==> config.mk <==
export PLATFORM = sky130hd
export DESIGN_NAME = mvprod_arbiter
export DESIGN_NICKNAME = d
export VERILOG_FILES = /design/src/rtl/mvprod_arbiter.sv
export SDC_FILE = /design/constraint.sdc
export NUM_CORES = 1
export LEC_CHECK = 0
export ABC_AREA = 1
export CORE_ASPECT_RATIO = 1.5
export CORE_MARGIN = 5
export CORE_UTILIZATION = 25
export CTS_CLUSTER_DIAMETER = 150
export DETAILED_ROUTE_END_ITERATION = 12
export PLACE_DENSITY = 0.81
export SLEW_MARGIN = 30
export SYNTH_ARGS = -nofsm -noshare
export SYNTH_HDL_FRONTEND = slang
export SYNTH_SLANG_ARGS = --single-unit
==> constraint.sdc <==
create_clock -name clk_in -period 1.4 [get_ports clk_in]
set_clock_uncertainty 0.2 [all_clocks]
set_input_delay 0.28 -clock clk_in [delete_from_list [all_inputs] [get_ports clk_in]]
set_output_delay 0.28 -clock clk_in [all_outputs]
set_load 0.1 [all_outputs]
==> src/rtl/mvprod_arbiter.sv <==
// Round-robin arbiter sharing one MVProd engine among NumReq requesters, routing chunk handshakes to the granted FIFOs.
// Optional RUN watchdog enabled by defining MVPROD_ARB_TIMEOUT_EN.
module mvprod_arbiter #(
  parameter int NumReq        = 2,
  parameter int ChunkBytes    = 4,
  parameter int TimeoutCycles = 1024
) (
  input  logic                           clk_in,
  input  logic                           rst_in,
  input  logic [NumReq-1:0]              req_valid,
  output logic [NumReq-1:0]              req_grant,
  output logic [NumReq-1:0]              req_done,
  output logic [NumReq-1:0]              req_rd_en,
  input  logic [NumReq*ChunkBytes*8-1:0] req_rd_data,
  output logic [NumReq-1:0]              req_ptr_rst,
  output logic [NumReq-1:0]              req_wr_en,
  output logic                           mv_in_data_ready,
  output logic [ChunkBytes*8-1:0]        mv_in_data,
  input  logic                           mv_req_chunk_in,
  input  logic                           mv_req_chunk_ptr_rst,
  input  logic                           mv_req_chunk_out,
  input  logic                           mv_out_vector_valid,
  output logic                           busy,
  output logic                           timeout_err
);

  localparam int IW = $clog2(NumReq);
  localparam int DW = ChunkBytes * 8;

  typedef enum logic [1:0] {IDLE = 2'd0, START = 2'd1, RUN = 2'd2, DONE = 2'd3} state_t;

  state_t            state_r, next_s;
  logic [NumReq-1:0] grant_r, done_r;
  logic [IW-1:0]     rr_ptr_r, gidx_r, pick_s, gnext_s;
  logic              ovv_q_r, start_r, busy_r, timeout_err_r;
  logic              complete_s, timeout_s, route_s;
  logic [DW-1:0]     mux_s;

  // First requesting index at or after ptr, wrapping around
  function automatic logic [IW-1:0] pick_next(input logic [NumReq-1:0] valid, input logic [IW-1:0] ptr);
    logic [IW-1:0] sel;
    logic          hit;
    int            idx;
    sel = '0;
    hit = 1'b0;
    for (int i = 0; i < NumReq; i++) begin
      idx = (int'(ptr) + i) % NumReq;
      if (!hit && valid[idx]) begin
        sel = IW'(idx);
        hit = 1'b1;
      end else begin
        sel = sel;
      end
    end
    return sel;
  endfunction

  assign pick_s     = pick_next(req_valid, rr_ptr_r);
  assign gnext_s    = (gidx_r == IW'(NumReq - 1)) ? '0 : gidx_r + IW'(1);
  assign complete_s = mv_out_vector_valid & ~ovv_q_r;

`ifdef MVPROD_ARB_TIMEOUT_EN
  logic [31:0] cnt_r;

  assign timeout_s = (state_r == RUN) && !complete_s && (cnt_r == 32'(TimeoutCycles - 1));

  // Watchdog counter: cleared on entry to RUN, counts every RUN cycle
  always_ff @(posedge clk_in or negedge rst_in) begin
    if (!rst_in) begin
      cnt_r <= 32'd0;
    end else if (state_r == START) begin
      cnt_r <= 32'd0;
    end else if (state_r == RUN) begin
      cnt_r <= cnt_r + 32'd1;
    end else begin
      cnt_r <= cnt_r;
    end
  end
`else
  assign timeout_s = 1'b0;
`endif

  // State register
  always_ff @(posedge clk_in or negedge rst_in) begin
    if (!rst_in) begin
      state_r <= IDLE;
    end else begin
      state_r <= next_s;
    end
  end

  // Next-state logic
  always_comb begin
    next_s = state_r;
    case (state_r)
      IDLE: begin
        if (|req_valid) next_s = START;
        else            next_s = IDLE;
      end
      START: next_s = RUN;
      RUN: begin
        if (complete_s)     next_s = DONE;
        else if (timeout_s) next_s = IDLE;
        else                next_s = RUN;
      end
      DONE:    next_s = IDLE;
      default: next_s = IDLE;
    endcase
  end

  // Registered grant, pointer, pulses and status flags
  always_ff @(posedge clk_in or negedge rst_in) begin
    if (!rst_in) begin
      grant_r       <= '0;
      gidx_r        <= '0;
      rr_ptr_r      <= '0;
      done_r        <= '0;
      ovv_q_r       <= 1'b0;
      start_r       <= 1'b0;
      busy_r        <= 1'b0;
      timeout_err_r <= 1'b0;
    end else begin
      ovv_q_r <= mv_out_vector_valid;
      start_r <= (next_s == START);
      busy_r  <= (next_s != IDLE);
      done_r  <= ((state_r == RUN) && complete_s) ? grant_r : '0;
      if ((state_r == IDLE) && (|req_valid)) begin
        grant_r <= {{(NumReq-1){1'b0}}, 1'b1} << pick_s;
        gidx_r  <= pick_s;
      end else if ((state_r == DONE) || timeout_s) begin
        grant_r  <= '0;
        rr_ptr_r <= gnext_s;
      end else begin
        grant_r <= grant_r;
      end
      if (timeout_s) timeout_err_r <= 1'b1;
      else           timeout_err_r <= timeout_err_r;
    end
  end

  // Handshake routing to the granted FIFOs and chunk mux toward the engine
  always_comb begin
    route_s     = (state_r == START) || (state_r == RUN);
    req_rd_en   = '0;
    req_ptr_rst = '0;
    req_wr_en   = '0;
    mux_s       = '0;
    if (route_s) begin
      req_rd_en   = grant_r & {NumReq{mv_req_chunk_in}};
      req_ptr_rst = grant_r & {NumReq{mv_req_chunk_ptr_rst}};
      req_wr_en   = grant_r & {NumReq{mv_req_chunk_out}};
    end else begin
      req_rd_en   = '0;
    end
    for (int i = 0; i < NumReq; i++) begin
      if (grant_r[i]) mux_s = mux_s | req_rd_data[i*DW +: DW];
      else            mux_s = mux_s;
    end
  end

  assign req_grant        = grant_r;
  assign req_done         = done_r;
  assign mv_in_data_ready = start_r;
  assign mv_in_data       = mux_s;
  assign busy             = busy_r;
  assign timeout_err      = timeout_err_r;

endmodule
==> results of run 1 <==
-- layout make-up --
| class | count | area share [%] |
|---|---|---|
| multi-input cells | 65 | 27.89 |
| well taps | 42 | 1.715 |
| clock buffers | 4 | 1.470 |
| flip-flops and latches | 11 | 9.228 |
| inverters | 11 | 1.347 |
| repair buffers | 130 | 58.35 |
-- cell usage after synthesis (all sizes together) --
library cell,instances
conb,1
inv,11
ha,3
nor2,12
dfrtp,11
nand3,1
nand2,10
buf,9
nand3b,1
a21oi,1
o21a,1
o21ai,3
a22o,32
-- metal layers --
layer  up-vias  wire, microns  global-route usage (%)
met5         -              0                       0
met3        16            713                   8.087
met1       708           2609                   24.60
li1        592              -                       -
met4         0            170                   5.104
met2       104           4324                   43.44
-- worst min path at each step --
stage            from      endpoint  slack, ns  depth (start not counted)
2_1_floorplan  rst_in          busy      -0.22                          0
3_3_place_gp   gidx_r      rr_ptr_r       0.24                          1
3_5_place_dp   gidx_r      rr_ptr_r       0.27                          1
4_1_cts        rst_in  req_grant[0]       0.13                          2
5_1_grt        rst_in   req_done[0]       0.19                          2
6_report       rst_in   req_done[1]       0.20                          2
-- worst reg2reg max path, cell delays in order (launching register included) --
cell	delay, ns
dfrtp_1	0.43
inv_2	0.11
buf_4	0.13
ha_4	0.14
nand2_4	0.05
nor2_4	0.12
nand2_2	0.10
a21oi_2	0.15
-- sequential cells by signal (all words and copies together) (netlist names) --
name / cells
state_r: 2
busy: 1
rr_ptr_r: 1
mv_in_data_ready: 1
gidx_r: 1
req_done: 2
ovv_q_r: 1
req_grant: 2
-- through the flow --
stage	util (%)	hold slack, ns	setup TNS, ns
after floorplan	-	-0.2156	-15.84
after global placement	82.06	0.2441	-8.491
after detailed placement	82.06	0.2698	-9.642
after CTS	84.95	0.1296	-17.33
after global routing	90.57	0.1868	-20.79
final	90.57	0.1979	-19.87
-- kinds of logic (layout without fill, tap and decap cells) --
group	count (synthesis)	in the layout	share of synthesized area [%]
compound gates	37	37	35.72
fa+ha+maj	3	3	4.305
buf+inv	20	145	16.79
flops	11	11	31.56
other cells	1	1	0.4300
simple gates	24	24	11.19
-- what timing repair did --
action                                  CTS  global route
pin swaps                                 7             8
setup buffers                             1             4
resized for setup                        12            20
endpoints found under the setup margin   44            45
cloned                                    0             3
==> metrics, run 1 <==
outcome finished with violations; failing checks setup timing; CTS buffer count 3; Multi-input gate area roughly 850 sq um; Post-DP Area approximately 0.0028 sq mm; DR pass1 iterations 4; Pins Over Slew Limit 0; Final Cell Area 0.003064 sq mm; CP Capture Point req_rd_en[1]; fraction of layout cells with a size suffix above 1 between 50% and 60%; DPL Wire Length about 4800 microns; crit-path cells inv_2 -> ha_4 -> nand2_8 -> nor2_4 -> buf_12; pre-CTS setup slack -0.4030 ns; Seq/Total Area, Yosys 31.56%; WL/cell between 20 and 30 microns; Post-CTS Hold Buffers 0; Distinct cells, synth 18; number of diodes 0; first-pass GRT wire length 8224 microns; CP delay by family, top flip-flops; initial cell density of the core between 20% and 30%; Worst Path Class, Setup reg2out; FF-to-FF setup slack -0.10 ns; Post-Syn Area per Cell 9.084 sq um; die width a little under 60 microns; clock tree buffer depth 2; Sink Count 11; Worst-path clk slew ~0.05 ns; Nets between 200 and 300; commonest non-fill, non-tap cell in the layout clkdlybuf4s50_1; H-Tree Depth 1; r2r worst-path depth 7; clock latency on the worst-skew pair between 0.2 and 0.3 ns; Critical R2R Capture mv_in_data_ready; Fill cells around 120; RSZ-0062 raised after global routing yes; critical path's largest stage delay roughly 0.42 ns; worst-path cell with the longest stage delay dfrtp_1; Total Routing Usage GR approximately 23%; R2R Path Start state_r[0]; die span in y roughly 82 microns; Die ar. between 0.004 and 0.005 sq mm; IO Count between 100 and 150; Hold Crit Class in2async; Initial DRC Count around 70; Finished Layout Cells 263; buffers and inverters on the worst path 2; largest net degree at the start of global routing 34; commonest non-fill, non-tap cells in the layout clkdlybuf4s50_1 (71), buf_12 (47), a22o_4 (31), dfrtp_1 (9); drt total wl 7818 microns; post-synth net total 171; maximum clock frequency approximately 510 MHz; ANT nets after route 0; post-layout worst setup margin -0.5663 ns; Core Area 0.003383 sq mm; I/O Buffers 115; MaxCap Viol Count 0; CP startpoint kind register; CP Launch Point state_r[0]; routability congestion estimate between 0.8 and 0.9; Layout area overhead 251.4%; GRT Residual Overflow 0; Hold Vio Cnt, Final 0; Arr. time, crit path around 1.5 ns; CTS tree yes; Root Buffer clkbuf_8; placed cells roughly 250; Cell Area, Synth 872.1 sq um; Final Critical Period about 2.0 ns; register area approximately 280 sq um; share of the synthesized area in the top cell type a little under a third; Post-Synthesis Cells 96; antenna violations before repair 0; largest cells by area after synthesis dfrtp_1 (32%), a22o_1 (29%), buf_6 (5.2%), buf_8 (5.2%), nor2_1 (5.2%); Ys Warns 0; Via Count approximately 1.4k; Site Rows 26; CP Depth 5; CP max FO 3; Crit. End Element output pin; CP required between 0.9 and 1 ns; Yosys top cell by area dfrtp_1; vias in the first global route ~1.4k; #FFs+latches synth 11; # setup viols final 49; final period utilization 140.4%; Vias/cell between 5 and 6; DRC viols 0
Power of run 1 is not shown: default switching activity piles up to over one toggle a cycle in this logic, so the estimate is an artifact.
==> run 2, diff against run 1 <==
--- a/config.mk
+++ b/config.mk
@@ -9,7 +9,6 @@
 export CORE_ASPECT_RATIO = 1.5
 export CORE_MARGIN = 5
 export CORE_UTILIZATION = 25
-export CTS_CLUSTER_DIAMETER = 150
 export DETAILED_ROUTE_END_ITERATION = 12
 export PLACE_DENSITY = 0.81
 export SLEW_MARGIN = 30
==> results of run 2 <==
Same layout as run 1: the final DEF is identical, and so are final timing and power.
Power of run 2 is left out for the same reason.
